==> config.mk <==
export PLATFORM = sky130hd
export DESIGN_NAME = sram_word_splitter
export DESIGN_NICKNAME = d
export VERILOG_FILES = /design/src/rtl/sram_word_splitter_pkg.sv /design/src/rtl/sram_word_splitter.sv
export SDC_FILE = /design/constraint.sdc
export NUM_CORES = 1
export LEC_CHECK = 0
export CORE_ASPECT_RATIO = 2
export CORE_MARGIN = 2
export CORE_UTILIZATION = 35
export DETAILED_ROUTE_END_ITERATION = 6
export SLEW_MARGIN = 25
export SYNTH_ARGS = -nofsm -noshare
export SYNTH_HDL_FRONTEND = slang
export SYNTH_SLANG_ARGS = --single-unit
export TNS_END_PERCENT = 50
==> constraint.sdc <==
create_clock -name clk -period 1.6 [get_ports clk]
set_input_delay 0.16 -clock clk [delete_from_list [all_inputs] [get_ports clk]]
set_output_delay 0.16 -clock clk [all_outputs]
set_load 0.005 [all_outputs]
==> src/rtl/sram_word_splitter_pkg.sv <==
// sram_word_splitter_pkg: shared frontend state encodings and SRAM access timing
package sram_word_splitter_pkg;

    localparam int SPLIT_SRAM_CYC = 3;

    typedef enum logic [2:0] {
        SPLIT_IDLE = 3'd0,
        SPLIT_LO   = 3'd1,
        SPLIT_GAP  = 3'd2,
        SPLIT_HI   = 3'd3,
        SPLIT_RESP = 3'd4
    } split_state_t;

endpackage

==> src/rtl/sram_word_splitter.sv <==
// sram_word_splitter: issues one 32-bit CPU request as two 16-bit SRAM accesses
module sram_word_splitter
    import sram_word_splitter_pkg::*;
#(
    parameter int SRAM_CYC = SPLIT_SRAM_CYC
) (
    input  logic        clk,
    input  logic        rstn,
    input  logic        req_valid,
    output logic        req_ready,
    input  logic        req_rw,
    input  logic [31:0] req_addr,
    input  logic [31:0] req_wdata,
    output logic        resp_valid,
    output logic [31:0] resp_rdata,
    output logic        sram_valid,
    output logic        sram_rw,
    output logic [31:0] sram_addr,
    output logic [15:0] sram_dtw,
    input  logic [15:0] sram_din
);

    localparam int CW = $clog2(SRAM_CYC + 1);

    split_state_t  state;
    logic [CW-1:0] cnt;
    logic          rw_q;
    logic [29:0]   word_q;
    logic [31:0]   wdata_q;
    logic [15:0]   rdata_lo;
    logic          cnt_last;
    logic          unused_addr_lsbs;

    assign cnt_last         = cnt == CW'(SRAM_CYC - 1);
    assign unused_addr_lsbs = ^req_addr[1:0];

    // Sequencer: latches the request, drives low then high halfword access, reassembles reads
    always_ff @(posedge clk or negedge rstn) begin
        if (!rstn) begin
            state      <= SPLIT_IDLE;
            cnt        <= '0;
            rw_q       <= 1'b0;
            word_q     <= '0;
            wdata_q    <= '0;
            rdata_lo   <= '0;
            req_ready  <= 1'b1;
            resp_valid <= 1'b0;
            resp_rdata <= '0;
            sram_valid <= 1'b0;
            sram_rw    <= 1'b0;
            sram_addr  <= '0;
            sram_dtw   <= '0;
        end else begin
            case (state)
                SPLIT_IDLE: if (req_valid) begin
                    state      <= SPLIT_LO;
                    req_ready  <= 1'b0;
                    rw_q       <= req_rw;
                    word_q     <= req_addr[31:2];
                    wdata_q    <= req_wdata;
                    cnt        <= '0;
                    sram_valid <= 1'b1;
                    sram_rw    <= req_rw;
                    sram_addr  <= {1'b0, req_addr[31:2], 1'b0};
                    sram_dtw   <= req_wdata[15:0];
                end
                SPLIT_LO: if (cnt_last) begin
                    if (!rw_q) rdata_lo <= sram_din;
                    state      <= SPLIT_GAP;
                    sram_valid <= 1'b0;
                    sram_rw    <= 1'b0;
                    sram_addr  <= '0;
                    sram_dtw   <= '0;
                end else begin
                    cnt <= cnt + CW'(1);
                end
                SPLIT_GAP: begin
                    state      <= SPLIT_HI;
                    cnt        <= '0;
                    sram_valid <= 1'b1;
                    sram_rw    <= rw_q;
                    sram_addr  <= {1'b0, word_q, 1'b1};
                    sram_dtw   <= wdata_q[31:16];
                end
                SPLIT_HI: if (cnt_last) begin
                    state      <= SPLIT_RESP;
                    resp_valid <= 1'b1;
                    resp_rdata <= rw_q ? 32'd0 : {sram_din, rdata_lo};
                    sram_valid <= 1'b0;
                    sram_rw    <= 1'b0;
                    sram_addr  <= '0;
                    sram_dtw   <= '0;
                end else begin
                    cnt <= cnt + CW'(1);
                end
                SPLIT_RESP: begin
                    state      <= SPLIT_IDLE;
                    resp_valid <= 1'b0;
                    req_ready  <= 1'b1;
                end
                default: begin
                    state      <= SPLIT_IDLE;
                    req_ready  <= 1'b1;
                    resp_valid <= 1'b0;
                    sram_valid <= 1'b0;
                end
            endcase
        end
    end

endmodule

==> impl_results.md <==
- Busiest layer in global routing: met2
- Sequential share of the synthesized area: 56.85%
- Routed WL: 17730 µm
- Wire per inst: 17.47 µm
- Io pins: 168
- Worst min path class: in -> reg
- Fin. max-slew vios: 0
- Port bufs: 164
- Clk_lat worst skew: 0.42 ns
- Vias: 4964
- Slew at the pin with the worst max-slew slack: 0.5752 ns
- Mapped Cells: 579
- Lkg Pwr: 4.075 nW
- Initial DRC count: 139
- Final nets: 829
- Overall fraction of global-route tracks in use: 18.18%
- FMAX: 0.6304 GHz
- Outcome: complete, no violations
- CP Launch Type: flop
- Setup-failing EPs final: 0
- CTS Root Cell: clkbuf_16
- Row Count: 71
- Layout Utilization: 50.01%
- Syn_nets: 664
- Post-synth EDFFs: 0
- Post-Syn Area per Cell: 11.48 µm²
- Max VDD drop: 0.9168 mV
- Count of cell types in the netlist: 36
- Clock Sinks: 151
- GR Util met2: 31.69%
- RSZ-0062 raised after global routing: yes
- Pin count of the biggest net entering global routing: 67
- # H-tree levels: 4
- Drt pass-1 iters: 5
- Place WS: -0.04084 ns
- Synth Register Bits: 151
- Detail Placement HPWL: 11870 µm
- Die Ht: 198.9 µm
- Mapped Area: 0.006649 mm²
- Core area: 0.01874 mm²
- Max Fanout on Critical Path: 25
- Synth Warn #: 0
- Crit path time final: 1.586 ns
- GR Util met1: 19.59%
- Ys async rst share: 100.0%
- Starting Density: 35.47%
- Setup WS post-layout: 0.01372 ns
- Number of vias per cell: 4.891
- Final period util: 99.14%
- Type of the worst setup path: reg -> reg
- Worst-path clk slew: 0.06 ns
- Met3 Use GR: 5.306%
- Ys flop type: dfrtp_1
- Global-route wire length before repair: 28060 µm
- Skew final: 0.01170 ns
- ANT nets after route: 0
- Max-slew headroom: 61.65%
- Number of global-route vias before repair: 5227
- Fin. Hold Viols: 0
- Gr ovfl total: 0
- PwrDens: 1979 mW/mm²
- Remaining DRCs: 0
- Num CTS Buffers: 17
- CTS tree: yes
- CP Data Required Time: 1.90 ns
- Share of layout cells above drive strength 1: 15.85%
- Endpoint type of the worst setup path: flop
- Maxcap violations: 0
- Die Area: 0.02018 mm²
- Clock buffer depth: 2
- Die Width: 101.5 µm
- RD Place Congestion: 0.7726
- Worst EP arrival: 1.88 ns
- Initial antenna violation count: 3
- Layout Area Growth over Synthesis: 40.99%
cells in the mapped netlist, types with 19 or more instances:
cell type  instances  area (µm²)
inv_1             52       195.2
o21ai_0           33       165.2
and2_0            20       125.1
mux2_2            44       495.5
o32a_1            47       470.5
a21oi_1           48       240.2
and2_1            27       168.9
buf_2             20       100.1
dfrtp_1          150        3754
nand2_1           34       127.6
mux2_1            19       214.0
nand2b_1          32       200.2
report_power, final:
| part | internal (W) | leakage (nW) | total (W) | switching, W |
|---|---|---|---|---|
| combinational | 0.00480 | 1.97 | 0.00805 | 0.00325 |
| clock | 0.00211 | 0.274 | 0.00381 | 0.00170 |
| sequential | 0.00572 | 1.83 | 0.00670 | 0.000983 |
| total | 0.0126 | 4.07 | 0.0186 | 0.00593 |
worst max-delay path, stage by stage (launching register included):
cell	delay (ns)
dfrtp_1	0.39
or2_4	0.27
nor3_4	0.22
buf_12	0.23
mux2_2	0.36
cell usage in the layout, fill, tap and decap left out, drive strengths merged, types with 2 or more instances in the layout:
| cell | instances |
|---|---|
| clkdlybuf4s50 | 161 |
| dfrtp | 150 |
| mux2 | 63 |
| inv | 60 |
| a21oi | 48 |
| o32a | 47 |
| and2 | 47 |
| nand2 | 34 |
| o21ai | 33 |
| nand2b | 32 |
| buf | 27 |
| clkbuf | 21 |
| nor2 | 5 |
| clkinv | 4 |
| diode | 3 |
| a21o | 3 |
| nor4b | 2 |
| clkinvlp | 2 |
| nor3 | 2 |
| nand4b | 2 |
layer usage:
| metal | up-vias | wire [µm] | part of all wire [%] |
|---|---|---|---|
| met4 | 0 | 563 | 3.2 |
| li1 | 2316 | - | - |
| met2 | 139 | 9677 | 55 |
| met5 | - | 0 | 0 |
| met3 | 35 | 944 | 5.3 |
| met1 | 2474 | 6547 | 37 |
through the flow:
| step | instance area [µm²] | std cells | power (W) | hold WS (ns) | TNS [ns] |
|---|---|---|---|---|---|
| 2_1_floorplan | 6676 | 579 | 0.01080 | -0.1356 | -0.3292 |
| 5_1_grt | 9374 | 1015 | 0.01982 | 0.2007 | -2.536 |
| 4_1_cts | 9278 | 1008 | 0.01850 | 0.1608 | -0.03141 |
| 3_3_place_gp | 8648 | 973 | 0.01405 | 0.1280 | 0 |
| 3_5_place_dp | 8648 | 973 | 0.01438 | 0.1312 | -0.7649 |
| 6_report | 9374 | 1015 | 0.01855 | 0.1735 | 0 |
state kept, by name, indices dropped and copies added (netlist names):
register,cells
wdata_q,16
resp_rdata,32
cnt,2
sram_rw,1
rw_q,1
sram_addr,31
state,3
sram_valid,1
rdata_lo,16
resp_valid,1
sram_dtw,16
req_ready,1
word_q,30
layout make-up:
class | instances | area, µm²
Fill cell | 1703 | 9370
Sequential cell | 151 | 3780
Multi-Input combinational cell | 329 | 2469
Timing Repair Buffer | 192 | 2034
Clock buffer | 19 | 452.9
Tap cell | 255 | 319.1
Inverter | 53 | 201.4
Clock inverter | 13 | 110.1
Antenna cell | 3 | 7.507
worst paths after layout:
check                      slack (ns)  cells past startpoint              to        from
max in group asynchronous        0.75                      3       req_ready        rstn
min in group asynchronous        0.24                      2  resp_rdata[20]        rstn
min reg2reg                      0.48                      1      word_q[15]  word_q[15]
max reg2reg                      0.01                      4      word_q[19]    state[0]
max                              0.01                      4      word_q[19]    state[0]
min                              0.17                      4    sram_addr[0]   req_valid
repair_timing:
action | CTS | global route
gates cloned | 1 | 3
endpoints found under the hold margin | 43 | 0
pin swaps | 1 | 16
buffers inserted | 1 | 1
gates resized for setup | 7 | 6
setup endpoints to repair | 58 | 97
hold buffers | 1 | 0
logic make-up after synthesis:
logic type / share of synthesized area [%]
XOR/XNOR: 0.1318
buffers and inverters: 6.869
AND/OR/NAND/NOR: 11.20
other: 0.05640
multiplexers: 10.67
adder cells (fa/ha/maj): 0.1882
AO/OA/AOI/OAI: 14.04
flip-flops: 56.85
No activity file was read; power rests on OpenSTA's default activity.
